[config.mk]
export PLATFORM = sky130hd
export DESIGN_NAME = tl_ul_arbiter_2to1
export DESIGN_NICKNAME = d
export VERILOG_FILES = /design/src/rtl/tl_ul_arbiter_2to1.sv
export SDC_FILE = /design/constraint.sdc
export NUM_CORES = 1
export LEC_CHECK = 0
export ABC_AREA = 0
export CORE_AREA = 2 2 158 160
export CTS_CLUSTER_SIZE = 12
export DETAILED_ROUTE_END_ITERATION = 7
export DIE_AREA = 0 0 160 162
export PLACE_DENSITY = 0.55
export SYNTH_ARGS = -nofsm -noshare
export SYNTH_HDL_FRONTEND = slang
export SYNTH_SLANG_ARGS = --single-unit
[constraint.sdc]
create_clock -name clk -period 2.6 [get_ports clk]
set_clock_uncertainty 0.1 [all_clocks]
set_input_delay 0.52 -clock clk [delete_from_list [all_inputs] [get_ports clk]]
set_output_delay 0.52 -clock clk [all_outputs]
set_load 0.005 [all_outputs]
[src/rtl/tl_ul_arbiter_2to1.sv]
// tl_ul_arbiter_2to1
//   Two-master to one-slave TileLink UL arbiter for single-beat transfers.
//   Channel A is arbitrated between m0 and m1. The forwarded source ID is
//   prefixed with the winning master index. Channel D beats are routed back
//   using that prefix bit. Each master is throttled once it has
//   MAX_OUTSTANDING requests accepted on A but not yet answered on D.
//
//   Build option: define TL_ARB_FIXED_PRIO_EN to give m0 fixed priority
//   instead of round robin. Lock and counters behave the same either way.
//
// Ports
//   clk, rst_n          clock, asynchronous active-low reset
//   mN_a_*  (N=0,1)     master Channel A request (valid/ready + payload)
//   mN_d_*  (N=0,1)     master Channel D response (valid/ready + payload)
//   s_a_*               forwarded Channel A to slave, source = {idx, source}
//   s_d_*               slave Channel D, s_d_source MSB selects the master
//   err_sticky          D beat seen for a master with no outstanding request
module tl_ul_arbiter_2to1 #(
  parameter int MAX_OUTSTANDING = 4,
  parameter int CNT_W           = 4,
  parameter int TL_ADDR_BITS    = 32,
  parameter int TL_DATA_BYTES   = 4,
  parameter int TL_SOURCE_BITS  = 4,
  parameter int TL_SINK_BITS    = 1,
  parameter int TL_SIZE_BITS    = 3
) (
  input  logic                        clk,
  input  logic                        rst_n,
  // master 0, channel A
  input  logic [2:0]                  m0_a_opcode,
  input  logic [2:0]                  m0_a_param,
  input  logic [TL_SIZE_BITS-1:0]     m0_a_size,
  input  logic [TL_SOURCE_BITS-1:0]   m0_a_source,
  input  logic [TL_ADDR_BITS-1:0]     m0_a_address,
  input  logic [TL_DATA_BYTES-1:0]    m0_a_mask,
  input  logic [TL_DATA_BYTES*8-1:0]  m0_a_data,
  input  logic                        m0_a_valid,
  output logic                        m0_a_ready,
  // master 1, channel A
  input  logic [2:0]                  m1_a_opcode,
  input  logic [2:0]                  m1_a_param,
  input  logic [TL_SIZE_BITS-1:0]     m1_a_size,
  input  logic [TL_SOURCE_BITS-1:0]   m1_a_source,
  input  logic [TL_ADDR_BITS-1:0]     m1_a_address,
  input  logic [TL_DATA_BYTES-1:0]    m1_a_mask,
  input  logic [TL_DATA_BYTES*8-1:0]  m1_a_data,
  input  logic                        m1_a_valid,
  output logic                        m1_a_ready,
  // master 0, channel D
  output logic [3:0]                  m0_d_opcode,
  output logic [1:0]                  m0_d_param,
  output logic [TL_SIZE_BITS-1:0]     m0_d_size,
  output logic [TL_SOURCE_BITS-1:0]   m0_d_source,
  output logic [TL_SINK_BITS-1:0]     m0_d_sink,
  output logic                        m0_d_denied,
  output logic [TL_DATA_BYTES*8-1:0]  m0_d_data,
  output logic                        m0_d_valid,
  input  logic                        m0_d_ready,
  // master 1, channel D
  output logic [3:0]                  m1_d_opcode,
  output logic [1:0]                  m1_d_param,
  output logic [TL_SIZE_BITS-1:0]     m1_d_size,
  output logic [TL_SOURCE_BITS-1:0]   m1_d_source,
  output logic [TL_SINK_BITS-1:0]     m1_d_sink,
  output logic                        m1_d_denied,
  output logic [TL_DATA_BYTES*8-1:0]  m1_d_data,
  output logic                        m1_d_valid,
  input  logic                        m1_d_ready,
  // slave, channel A
  output logic [2:0]                  s_a_opcode,
  output logic [2:0]                  s_a_param,
  output logic [TL_SIZE_BITS-1:0]     s_a_size,
  output logic [TL_SOURCE_BITS:0]     s_a_source,
  output logic [TL_ADDR_BITS-1:0]     s_a_address,
  output logic [TL_DATA_BYTES-1:0]    s_a_mask,
  output logic [TL_DATA_BYTES*8-1:0]  s_a_data,
  output logic                        s_a_valid,
  input  logic                        s_a_ready,
  // slave, channel D
  input  logic [3:0]                  s_d_opcode,
  input  logic [1:0]                  s_d_param,
  input  logic [TL_SIZE_BITS-1:0]     s_d_size,
  input  logic [TL_SOURCE_BITS:0]     s_d_source,
  input  logic [TL_SINK_BITS-1:0]     s_d_sink,
  input  logic                        s_d_denied,
  input  logic [TL_DATA_BYTES*8-1:0]  s_d_data,
  input  logic                        s_d_valid,
  output logic                        s_d_ready,
  output logic                        err_sticky
);

  localparam logic [CNT_W-1:0] MAX_CNT = CNT_W'(MAX_OUTSTANDING);

  logic             lock;
  logic             lock_idx;
  logic [CNT_W-1:0] cnt0;
  logic [CNT_W-1:0] cnt1;
  logic             pref;
  logic             elig0;
  logic             elig1;
  logic             grant;
  logic             grant_vld;
  logic             a_fire;
  logic             d_idx;
  logic             d_fire;
  logic             a_fire0;
  logic             a_fire1;
  logic             d_fire0;
  logic             d_fire1;

`ifdef TL_ARB_FIXED_PRIO_EN
  assign pref = 1'b0;
`else
  logic rr_ptr;
  assign pref = rr_ptr;
`endif

  assign elig0 = m0_a_valid && (cnt0 < MAX_CNT);
  assign elig1 = m1_a_valid && (cnt1 < MAX_CNT);

  // A held lock pins the grant so a stalled beat is never swapped out.
  always_comb begin
    grant     = 1'b0;
    grant_vld = 1'b0;
    if (lock) begin
      grant     = lock_idx;
      grant_vld = lock_idx ? elig1 : elig0;
    end else if (elig0 && elig1) begin
      grant     = pref;
      grant_vld = 1'b1;
    end else if (elig0) begin
      grant     = 1'b0;
      grant_vld = 1'b1;
    end else if (elig1) begin
      grant     = 1'b1;
      grant_vld = 1'b1;
    end
  end

  // Handshake outputs are forced low while reset is asserted.
  assign s_a_valid  = rst_n && grant_vld;
  assign m0_a_ready = rst_n && grant_vld && !grant && s_a_ready;
  assign m1_a_ready = rst_n && grant_vld &&  grant && s_a_ready;
  assign a_fire     = s_a_valid && s_a_ready;
  assign a_fire0    = a_fire && !grant;
  assign a_fire1    = a_fire &&  grant;

  assign s_a_opcode  = grant ? m1_a_opcode  : m0_a_opcode;
  assign s_a_param   = grant ? m1_a_param   : m0_a_param;
  assign s_a_size    = grant ? m1_a_size    : m0_a_size;
  assign s_a_source  = {grant, (grant ? m1_a_source : m0_a_source)};
  assign s_a_address = grant ? m1_a_address : m0_a_address;
  assign s_a_mask    = grant ? m1_a_mask    : m0_a_mask;
  assign s_a_data    = grant ? m1_a_data    : m0_a_data;

  assign d_idx      = s_d_source[TL_SOURCE_BITS];
  assign m0_d_valid = rst_n && s_d_valid && !d_idx;
  assign m1_d_valid = rst_n && s_d_valid &&  d_idx;
  assign s_d_ready  = rst_n && (d_idx ? m1_d_ready : m0_d_ready);
  assign d_fire     = s_d_valid && s_d_ready;
  assign d_fire0    = d_fire && !d_idx;
  assign d_fire1    = d_fire &&  d_idx;

  assign m0_d_opcode = s_d_opcode;
  assign m0_d_param  = s_d_param;
  assign m0_d_size   = s_d_size;
  assign m0_d_source = s_d_source[TL_SOURCE_BITS-1:0];
  assign m0_d_sink   = s_d_sink;
  assign m0_d_denied = s_d_denied;
  assign m0_d_data   = s_d_data;
  assign m1_d_opcode = s_d_opcode;
  assign m1_d_param  = s_d_param;
  assign m1_d_size   = s_d_size;
  assign m1_d_source = s_d_source[TL_SOURCE_BITS-1:0];
  assign m1_d_sink   = s_d_sink;
  assign m1_d_denied = s_d_denied;
  assign m1_d_data   = s_d_data;

  // Lock is taken on a stalled offer and released by the fire that ends it.
  always_ff @(posedge clk or negedge rst_n) begin
    if (!rst_n) begin
      lock     <= 1'b0;
      lock_idx <= 1'b0;
    end else if (a_fire) begin
      lock <= 1'b0;
    end else if (s_a_valid && !s_a_ready) begin
      lock     <= 1'b1;
      lock_idx <= grant;
    end
  end

`ifndef TL_ARB_FIXED_PRIO_EN
  // After a fire the other master is preferred on the next tie.
  always_ff @(posedge clk or negedge rst_n) begin
    if (!rst_n) begin
      rr_ptr <= 1'b0;
    end else if (a_fire) begin
      rr_ptr <= ~grant;
    end
  end
`endif

  // Outstanding counters; an A and D fire for the same master cancel out.
  // A D beat for a master with nothing outstanding is flagged, not dropped.
  always_ff @(posedge clk or negedge rst_n) begin
    if (!rst_n) begin
      cnt0       <= '0;
      cnt1       <= '0;
      err_sticky <= 1'b0;
    end else begin
      if (a_fire0 && !d_fire0) begin
        cnt0 <= cnt0 + CNT_W'(1);
      end else if (d_fire0 && !a_fire0 && (cnt0 != '0)) begin
        cnt0 <= cnt0 - CNT_W'(1);
      end
      if (a_fire1 && !d_fire1) begin
        cnt1 <= cnt1 + CNT_W'(1);
      end else if (d_fire1 && !a_fire1 && (cnt1 != '0)) begin
        cnt1 <= cnt1 - CNT_W'(1);
      end
      if ((d_fire0 && (cnt0 == '0)) || (d_fire1 && (cnt1 == '0))) begin
        err_sticky <= 1'b1;
      end
    end
  end

endmodule

# Word-level counts from Yosys, hierarchy flattened
# Index checks and enable logic that the tools add are counted.
# op_classes
n_bitwise	2
magnitude_cmp	2
n_addsub	4
n_mux	22
n_reduce_logical	43
# op_table
cell	n
$mux W32	2
$logic_and A1 B1 Y1	27
$mux W4	6
$mux W1	11
$mux W3	3
$add A4 B1 Y4 const B	2
$logic_not A4 Y1	2
$lt A4 B3 Y1 const B	2
$reduce_bool A4 Y1	2
$sub A4 B1 Y4 const B	2
$logic_not A1 Y1	7
$reduce_bool A2 Y1	3
$not A1 Y1	2
$reduce_and A2 Y1	1
$logic_or A1 B1 Y1	1
# totals
ff_bits	12
word_cells	79
input_bits	218
output_inout_bits	183

# Depth between registers and ports, before layout
# Gate-level depths: netlist of the first run.
# logic_depth
ltp_word	14
depth_mapped	10
depth_no_buf	10

# Worst setup path after synthesis of the first run
# OpenSTA, ideal clock, no wires.
# synth_timing
path_type	register to register
startpoint	reg lock
endpoint	reg cnt1[3]
stages_incl_launch_ff	11
n_path_buf	0
period_less_slack_ns	2.414
setup_ns	0.128
setup_slack_ns	0.186
t_arrival_ns	2.186
path_cell_list	dfrtp_1 > nor2b_1 > nor4b_4 > o2111a_1 > nand2_1 > ha_1 > a21oi_1 > nand2_1 > nand2_1 > mux2i_1 > xor2_1
# synth_between
elab_chain_cells	8
# synth_rtl
element	line	source
from (decl)	94	logic lock;
from (signal assigned)	182	lock <= 1'b0;
from (signal assigned)	185	lock <= 1'b0;
from (signal assigned)	187	lock <= 1'b1;
$mux W1	125	if (lock) begin
$logic_and A1 B1 Y1	141	assign s_a_valid = rst_n && grant_vld;
$logic_and A1 B1 Y1	144	assign a_fire = s_a_valid && s_a_ready;
$logic_and A1 B1 Y1 *	146	assign a_fire1 = a_fire && grant;
$logic_not A1 Y1	218	end else if (d_fire1 && !a_fire1 && (cnt1 != '0)) begin
$logic_and A1 B1 Y1 (2 in series)	218	
$reduce_bool A2 Y1 (no line)	-	
to (signal assigned)	217	cnt1 <= cnt1 + CNT_W'(1);
to (signal assigned)	219	cnt1 <= cnt1 - CNT_W'(1);
to (decl)	97	logic [CNT_W-1:0] cnt1;
# Every way passes the cells marked *; elsewhere a longest branch is shown, timed or not.
# A chain may end at the register's enable or synchronous reset.

# Worst setup path after layout of the first run
# layout_timing
startpoint	reg lock
endpoint	out s_a_data[2]
# layout_between
elab_chain_cells	2
# layout_rtl
element	line	source
$mux W1	125	
$mux W32	154	assign s_a_data = grant ? m1_a_data : m0_a_data;
to (decl)	76	output logic [TL_DATA_BYTES*8-1:0] s_a_data,
# No other way between the ends.

==> results.md, run 1 <==
- Outcome: finished with violations
- Failing checks: negative setup slack
- Most frequent cells after synthesis: buf_4, mux2_4, dfrtp_1
- Post-synthesis cell count: 265
- Final worst setup slack: -0.175 ns
- Routed vias/inst: around 3.4
- Clock transition at path regs: 0.05 ns
- CP Buf/Inv Count: 4
- Congestion Overflow GR: 0
- First-pass GRT wire length: between 15 and 20 mm
- WP data arrival: 2.15 ns
- Seq. cell area: about 300 sq um
- Sequential share of power: 8.0%
- Post-layout power: 4.53 mW
- Comb power frac: between 80% and 90%
- Sink Count: 12
- Root buffer cell: clkbuf_16
- Synth top area share: 40.9%
- Starting Density: 12.2%
- Max-slew violation count: 0
- Asr flop ratio synth: 100%
- Critical path capture point type: output pin
- Max Fclk: 360 MHz
- Maximum VDD drop: 0.000368 V
- Cell taking the most area after synthesis: mux2_4
- Most common cell in the netlist: buf_4
- Most numerous cell on the critical path: buf_12
- Worst slew pin tran: 0.301 ns
- GRT Resource Usage Total: 10.2%
- Met2 routed wirelength: 5.70 mm
- Top_reg_cell synth: dfrtp_1
- Port bufs: 259
- DRT Pass-1 Iters: 4
- Io pins: around 400
- Leakage: 2.81 nW
- Sw Pwr: 1.48 mW
- Synth cell types: 34
- Register area share after synthesis: between 10% and 20%
- Max-Slew Margin vs Limit: 79.9%
- Top Layer Used: met4
- WL met1: 6.31 mm
- Tmin final: 2.77 ns
- CP Max Fanout: 8
- Placed Area: about 5500 sq um
- Wire length on met3: 2.24 mm
- DRT antenna net count: 0
- Clock power share: 7.2%
- DP Worst Slack: -0.911 ns
- Post-detail-place hpwl: between 10 and 15 mm
- Synthesized Nets: ~490
- MaxCap Viol Count: 0
- Synth area leaders: mux2_4, buf_4, dfrtp_1, buf_12, mux2_2
- Die width: approximately 160 um
- Die area: ~26,000 sq um
- Delay-heaviest family, CP: simple AND/OR/NAND/NOR gates
- Area of the multi-input gates: roughly 1800 sq um
- Reg2Reg Depth: 9
- Worst path max stage delay: between 0.3 and 0.4 ns
- Synthesized area per cell: between 10 and 15 sq um
- CP max stage cell: dfrtp_1
- Final Cell Area: 5970 sq um
- H-tree Lvls: 1
- Clock tree buffer depth: 2
- Sw Ratio: between 30% and 40%
- Hold_buf cts: 0
- EDFF count, synth: 0
- # nets final: 716
- Setup-failing EPs final: 77
- Vias: 2,738
- Placer Congestion: 0.744
- CP Cell Sequence: nor2b_4, nor4b_4, o21ai_2, and2_4, buf_12, buf_12, buf_8, mux2_4, buf_6
- WS Path Type: register to output pin
- Power density cells: 759 nW/um^2
- Critical Path RT: between 1.5 and 2 ns
- Fill cell count: around 2,600
- Fin crit share: 107%
- CTS tree: done
- Initial antenna violation count: 1
- WL final: between 10 and 15 mm
- Unrepaired setup endpoints after global routing: yes
- Syn. warnings: 0
- Post-synthesis register bit count: 12
- Core ar.: 24,100 sq um
- Iter 0 DRT Violations: roughly 100
- Worst Hold Class: input port to asynchronous set/reset pin
- Hold Vio Cnt, Final: 0
- Detailed-route wire length per cell: 17.5 um
- Final Core Density: 24.8%
- Cell Int Power: 3.05 mW
- Final std cells w/o fill: between 800 and 900
- Die Y: ~160 um
- Row cnt: 57
- Syn Std Cell Area: a little under 3000 sq um
- Critical Path Source Type: register
- Skew-Pair Late Insertion Delay: ~0.24 ns
- CP Depth: 9
- Num CTS Buffers: 3
- Cell count after placement: 786
- Fraction of layout cells with a size suffix above 1: around 53%
- # DRC: 0
- Largest net degree at the start of global routing: 9
- Area grow syn2layout: 103%
- Vias in the first global route: 2,893
-- area by class of cell --
class / count / area share, %
diodes: 1 / 0.0419
clock buffers: 4 / 1.49
flip-flops and latches: 12 / 5.03
inverters: 3 / 0.231
repair buffers: 326 / 56.7
well taps: 324 / 6.79
multi-input cells: 146 / 29.8
-- sequential cells by signal, indices dropped and copies added (netlist names) --
signal,count
lock,1
lock_idx,1
cnt1,4
cnt0,4
pref,1
err_sticky,1
-- power groups by stage --
stage	sequential, mW	clock, mW	combinational [mW]
floorplan	0.366	0	1.83
global placement	0.358	0	3.22
detailed placement	0.361	0	3.21
CTS	0.362	0.333	3.75
global route	0.378	0.347	4.07
finish	0.362	0.325	3.84
-- cells by family (layout without fill, tap and decap cells) --
logic type                 count (synthesis)  after routing  share of synthesized area, %
other                                      0              1                             0
and+or+nand+nor                           32             32                          6.05
xor gates and xnor gates                   6              6                          1.79
muxes                                     90             90                          44.6
DFF                                       12             12                          10.2
AOI/OAI and AO/OA                         12             12                          3.41
adders and majority gates                  6              6                          3.07
buffers and inverters                    107            333                          30.8
-- timing repair --
action / in CTS / in global routing
cloned: 2 / 0
resized for setup: 432 / 27
setup buffers: 22 / 7
endpoints found under the setup margin: 89 / 87
pin swaps: 2 / 2
-- final timing paths --
path | startpoint | endpoint | slack [ns]
min reg2reg | err_sticky$_DFFE_PN0P_ | err_sticky$_DFFE_PN0P_ | 0.38
min | rst_n | cnt1[0]$_DFFE_PN0P_ | 0.34
max | lock$_DFFE_PN0P_ | s_a_data[2] | -0.17
max in group asynchronous | rst_n | cnt0[2]$_DFFE_PN0P_ | 1.82
max reg2reg | lock$_DFFE_PN0P_ | cnt1[2]$_DFFE_PN0P_ | 0.19
min in group clk | err_sticky$_DFFE_PN0P_ | err_sticky$_DFFE_PN0P_ | 0.38
-- layer usage --
| layer | vias up | GRT usage, % |
|---|---|---|
| met5 | - | 0 |
| met4 | 0 | 1.23 |
| met3 | 4 | 7.18 |
| met2 | 248 | 13.5 |
| met1 | 1212 | 13.8 |
| li1 | 1274 | - |
-- cell usage in the layout, fill, tap and decap left out, drive strengths merged, types with 2 or more instances in the layout --
master / synthesis / layout
inv: 3 / 3
nor2b: 2 / 2
and3: 2 / 2
xor2: 5 / 5
dlymetal6s2s: 0 / 3
clkbuf: 0 / 4
mux2i: 3 / 3
clkdlybuf4s50: 0 / 169
mux2: 87 / 87
ha: 4 / 4
buf: 104 / 150
a21o: 3 / 3
nor2: 6 / 6
a21oi: 3 / 3
dlygate4sd2: 0 / 4
fa: 2 / 2
nand3: 4 / 4
nand2: 10 / 10
dfrtp: 12 / 12
o21ai: 2 / 2
-- per-stage QoR --
step                hold WS [ns]  setup TNS, ns
floorplan                  0.124              0
global placement           0.379         -70.94
detailed placement         0.366         -71.38
CTS                        0.329         -11.92
global route               0.373         -14.61
finish                     0.339          -7.43
No activity file was read; power rests on OpenSTA's default activity.
==> inputs of run 2 (changes only) <==
- CAP_MARGIN: not set -> 25
- GPL_TIMING_DRIVEN: not set -> 0
- MAX_ROUTING_LAYER: not set -> met4
==> run 2 against run 1 <==
The run still ends with negative setup slack left. Cell count rose by 21%. Hold slack lost 0.23 ns. Sequential power increased by 5%. Wire length up 14%. Sequential share of layout area fell by 1.1 points. Critical endpoint is now s_a_mask[0]. Largest power group unchanged. Highest routed layer unchanged.
==> results.md, run 2 (synthesis gave the netlist of run 1 again) <==
- Outcome: finished with violations
- Failing checks: negative setup slack
- Post-layout power: 4.97 mW
- Sink Count: 12
- MaxCap Viol Count: 0
- Initial antenna violation count: 0
- Critical Path RT: just under 2 ns
- Wire length on met3: 1.10 mm
- First-pass GRT wire length: 23.1 mm
- Vias: 3,287
- Placed Area: 6870 sq um
- Cell count after placement: 942
- Max-slew violation count: 0
- Iter 0 DRT Violations: between 80 and 90
- Fill cell count: roughly 2,600
- Ant diodes: 0
- Final worst setup slack: -0.224 ns
- Placer Congestion: 0.741
- Leakage: roughly 3.6 nW
- GRT Resource Usage Total: 12.0%
- Clock transition at path regs: around 0.05 ns
- WL met1: 6.99 mm
- Final Core Density: 31.5%
- DP Worst Slack: -0.954 ns
- Die area: roughly 26,000 sq um
- Fraction of layout cells with a size suffix above 1: 50.2%
- Worst slew pin tran: around 0.35 ns
- Largest regs: cnt0 x4, cnt1 x4
- Setup-failing EPs final: about 80
- FF-to-FF setup slack: -0.03 ns
- Met2 routed wirelength: 8.13 mm
- Critical path origin: cnt0[3]$_DFFE_PN0P_
- Area grow syn2layout: 159%
- Io pins: around 400
- DRT antenna net count: 0
- Max Fclk: 354 MHz
- Core ar.: between 20,000 and 25,000 sq um
- Reg2reg end: cnt0[3]$_DFFE_PN0P_
- Critical Path Source Type: register
- Port bufs: 353
- Num CTS Buffers: 3
- Largest net degree at the start of global routing: 21
- Critical path capture point type: output pin
- Reg2Reg Depth: 12
- Setup_tns: -8.94 ns
- Hold Slack: ~0.10 ns
- CP Max Fanout: 8
- Post-detail-place hpwl: 13.6 mm
- Hold_buf cts: 0
- WP data arrival: 2.20 ns
- Clock tree buffer depth: 2
- # nets final: 889
- Power density cells: 655 nW/um^2
- DRT Pass-1 Iters: 4
- Detailed-route wire length per cell: 16.5 um
- Final Cell Area: about 7600 sq um
- Worst R2R Start: cnt0[3]$_DFFE_PN0P_
- Row cnt: 57
- Skew-Pair Late Insertion Delay: 0.24 ns
- CTS tree: done
- Unrepaired setup endpoints after global routing: yes
- Final std cells w/o fill: 988
- Tmin final: 2.82 ns
- Max-Slew Margin vs Limit: 76.1%
- Root buffer cell: clkbuf_16
- WS Path Type: register to output pin
- Fin crit share: 109%
- H-tree Lvls: 1
- Die width: 160 um
- Die Y: 162 um
- Most frequent cells in the layout: clkdlybuf4s50_1, buf_4, buf_6
- Top Layer Used: met4
- Starting Density: 12.2%
- Maximum VDD drop: 0.000377 V
- WL final: 16.3 mm
- Most common cell after layout, fill and taps aside: clkdlybuf4s50_1
- Routed vias/inst: 3.33
- Worst Hold Class: input port to asynchronous set/reset pin
- Congestion Overflow GR: 0
- # DRC: 0
- Hold Vio Cnt, Final: 0
- Vias in the first global route: approximately 3,400
-- run 2: cell count changes in the layout (fill, tap and decap cells not counted), sizes merged --
cell           previous run  this run
buf                     150       230
diode                     1         0
dlygate4sd2               4         5
dlymetal6s2s              3         0
clkdlybuf4s50           169       264
-- run 2: how the worst max path moves through the flow --
stage	slack, ns	cells after the start	end
after floorplan	0.19	10	cnt1[3]$_DFFE_PN0P_
after global placement	-0.95	8	s_a_size[2]
after detailed placement	-0.95	8	s_a_size[2]
after CTS	-0.31	10	s_a_size[2]
after global routing	-0.31	9	s_a_mask[0]
final	-0.22	9	s_a_mask[0]
-- run 2: area by class of cell --
type / count / area, sq um / share of cell area (%)
repair buffers: 396 / 4150 / 54.6
well taps: 324 / 405 / 5.34
multi-input cells: 146 / 1750 / 23.1
inverters: 3 / 11.3 / 0.148
plain buffers: 103 / 886 / 11.7
flip-flops and latches: 12 / 302 / 3.97
clock buffers: 4 / 88.8 / 1.17
-- run 2: power breakdown --
part | switching (mW) | internal [mW]
logic | 1.39 | 2.89
registers | 0.105 | 0.276
clock network | 0.0791 | 0.232
total | 1.57 | 3.40
-- run 2: what timing repair did --
item | 4_1_cts | 5_1_grt
gates cloned | 4 | 0
resized for setup | 473 | 4
pin swaps | 5 | 3
buffers inserted | 37 | 7
endpoints found under the setup margin | 95 | 84
-- run 2: routing by layer --
metal | global-route usage (%) | vias up
met4 | 0.737 | 0
met3 | 2.35 | 4
met2 | 20.3 | 144
met5 | - | -
met1 | 15.5 | 1521
li1 | - | 1618
-- run 2: critical path, cell delays in order, from the launching register on --
cell     delay, ns
dfrtp_1       0.37
or3b_4        0.40
o21ai_2       0.11
and2_4        0.18
buf_12        0.13
buf_12        0.12
buf_12        0.12
buf_6         0.10
mux2_4        0.30
buf_6         0.12
==> inputs of run 3 (changes only) <==
- CORE_AREA: 2 2 158 160 -> 2 2 155 157
- CTS_BUF_LIST: not set -> sky130_fd_sc_hd__clkbuf_4 sky130_fd_sc_hd__clkbuf_8
- DIE_AREA: 0 0 160 162 -> 0 0 157 159
- PLACE_DENSITY: 0.55 -> 0.56
==> run 3 against run 2 <==
The run still ends with negative setup slack left. Combinational power rose by 5.4%. Fmax fell by 1.7%. Die area fell by 3.7%. Largest cell class unchanged. Hold slack improved by 0.0084 ns. First-iteration DRC count fell by 16%. Design area rose by 2.4%. Global-route usage fell by 0.43 points. Via count rose by 0.67%.
==> results.md, run 3 (synthesis gave the netlist of run 1 again) <==
- Worst Hold Class: input port to asynchronous set/reset pin
- Post-detail-place hpwl: 12.5 mm
- Detailed-route wire length per cell: 15.4 um
- Max-Slew Margin vs Limit: 72.0%
- # DRC: 0
- Fraction of layout cells with a size suffix above 1: 52.2%
- Largest regs: cnt0 x4, cnt1 x4
- First-pass GRT wire length: 21.8 mm
- Reg2reg end: cnt1[2]$_DFFE_PN0P_
- Max-slew violation count: 0
- Worst R2R Start: lock$_DFFE_PN0P_
- Vias: 3,309
- Final worst setup slack: -0.273 ns
- Congestion Overflow GR: 0
- Tmin final: between 2 and 3 ns
- Max Fclk: 348 MHz
- Largest net degree at the start of global routing: 21
- WL final: 15.4 mm
- Sink Count: 12
- Skew-Pair Late Insertion Delay: 0.24 ns
- Sw Ratio: 31.8%
- Port bufs: around 350
- Maximum VDD drop: 0.000467 V
- DRT antenna net count: 0
- Vias in the first global route: between 3,000 and 4,000
- DRT Pass-1 Iters: 4
- CTS tree: done
- Most common cell after layout, fill and taps aside: clkdlybuf4s50_1
- Num CTS Buffers: 3
- Sw Pwr: 1.63 mW
- # nets final: 903
- Routed vias/inst: 3.32
- CP Max Fanout: 7
- Power density cells: 658 nW/um^2
- Io pins: 401
- H-tree Lvls: 1
- Row cnt: 56
- Fin crit share: 110%
- Ant diodes: 0
- Area grow syn2layout: 165%
- MaxCap Viol Count: 0
- Hold Vio Cnt, Final: 0
- Post-layout power: 5.12 mW
- Die width: 157 um
- Clock power share: 4.0%
- Cell Int Power: 3.49 mW
- Critical path capture point type: output pin
- Placer Congestion: 0.765
- Critical Path RT: 1.98 ns
- Die Y: about 160 um
- Worst slew pin tran: 0.420 ns
- Die area: roughly 25,000 sq um
- WP data arrival: 2.25 ns
- Final Core Density: between 30 and 40%
- Unrepaired setup endpoints after global routing: yes
- Initial antenna violation count: 0
- Sequential share of power: slightly below 8%
- Setup-failing EPs final: ~80
- Outcome: finished with violations
- Root buffer cell: clkbuf_8
- Starting Density: 12.7%
- GRT Resource Usage Total: around 12%
- Clock tree buffer depth: 2
- Critical Path Source Type: register
- Core ar.: roughly 23,000 sq um
- Most frequent cells in the layout: clkdlybuf4s50_1, buf_6, buf_4
- WS Path Type: register to output pin
- Reg2Reg Depth: 9
- Failing checks: negative setup slack
- Leakage: 3.69 nW
- Iter 0 DRT Violations: 74
- Clock transition at path regs: around 0.060 ns
- FF-to-FF setup slack: 0.09 ns
- Comb power frac: 88.2%
==> run 3: changes by cell type in the layout (fill, tap and decap cells not counted), moves of 2 or more <==
cell,delta
buf_6,+15
buf_8,-3
clkbuf_16,-3
clkbuf_8,+3
dlygate4sd2_1,-3
dlymetal6s2s_1,+3
a21oi_1,-2
ha_1,-2
ha_4,+2
nand2_1,-2
==> run 3: timing repair <==
| action | 4_1_cts | 5_1_grt |
|---|---|---|
| hold buffers | 0 | 0 |
| pin swaps | 4 | 10 |
| hold endpoints to repair | 0 | 0 |
| gates resized for setup | 470 | 21 |
| cloned | 3 | 0 |
| endpoints found under the setup margin | 95 | 89 |
| setup buffers | 54 | 5 |
==> run 3: cell type report <==
class                           instances  area (sq um)
Buffer                                102           866
Clock buffer                            4          55.1
Fill cell                            2362         15400
Inverter                                3          13.8
Multi-Input combinational cell        146          1810
Sequential cell                        12           300
Tap cell                              319           399
Timing Repair Buffer                  411          4330
==> run 3: power groups by stage <==
stage / Combinational [mW] / Clock (mW) / Sequential (mW)
after floorplan: 1.83 / 0 / 0.366
after global placement: 3.31 / 0 / 0.392
after detailed placement: 3.30 / 0 / 0.394
after CTS: 4.51 / 0.210 / 0.388
after global routing: 4.76 / 0.220 / 0.419
final: 4.51 / 0.204 / 0.401
==> run 3: worst max-delay path: stages, from the launching register on <==
cell     delay [ns]
dfrtp_1        0.42
nor2b_4        0.15
nor4b_4        0.32
o21ai_2        0.08
and2_4         0.18
buf_12         0.15
buf_12         0.15
buf_12         0.12
mux2_4         0.31
buf_6          0.12
==> run 3: metrics by stage <==
stage,worst slack [ns],hold WS [ns],cells,instance area (sq um),TNS [ns]
after detailed placement,-0.986,0.368,937,6870,-74.67
final,-0.273,0.112,997,7780,-17.16
after floorplan,0.186,0.124,265,2940,0
after global routing,-0.365,0.129,997,7780,-24.77
after CTS,-0.285,0.114,996,7720,-17.28
after global placement,-0.948,0.384,937,6870,-76.22
==> run 3: layer usage <==
layer,vias to the layer above,share of wire [%],global-route usage (%)
met5,-,0,-
met4,0,0.21,0.751
met3,4,7.1,1.66
met2,141,50,20.0
met1,1512,42,14.9
li1,1652,-,-
==> run 3: how the worst max path moves through the flow <==
stage | start | end | slack [ns] | cells past startpoint
detailed placement | rst_n | cnt0[3]$_DFFE_PN0P_ | -0.99 | 10
finish | lock$_DFFE_PN0P_ | s_a_data[23] | -0.27 | 9
global route | lock$_DFFE_PN0P_ | s_a_data[23] | -0.36 | 9
global placement | rst_n | cnt0[3]$_DFFE_PN0P_ | -0.95 | 10
CTS | lock$_DFFE_PN0P_ | s_a_source[2] | -0.28 | 10
floorplan | lock$_DFFE_PN0P_ | cnt1[3]$_DFFE_PN0P_ | 0.19 | 10
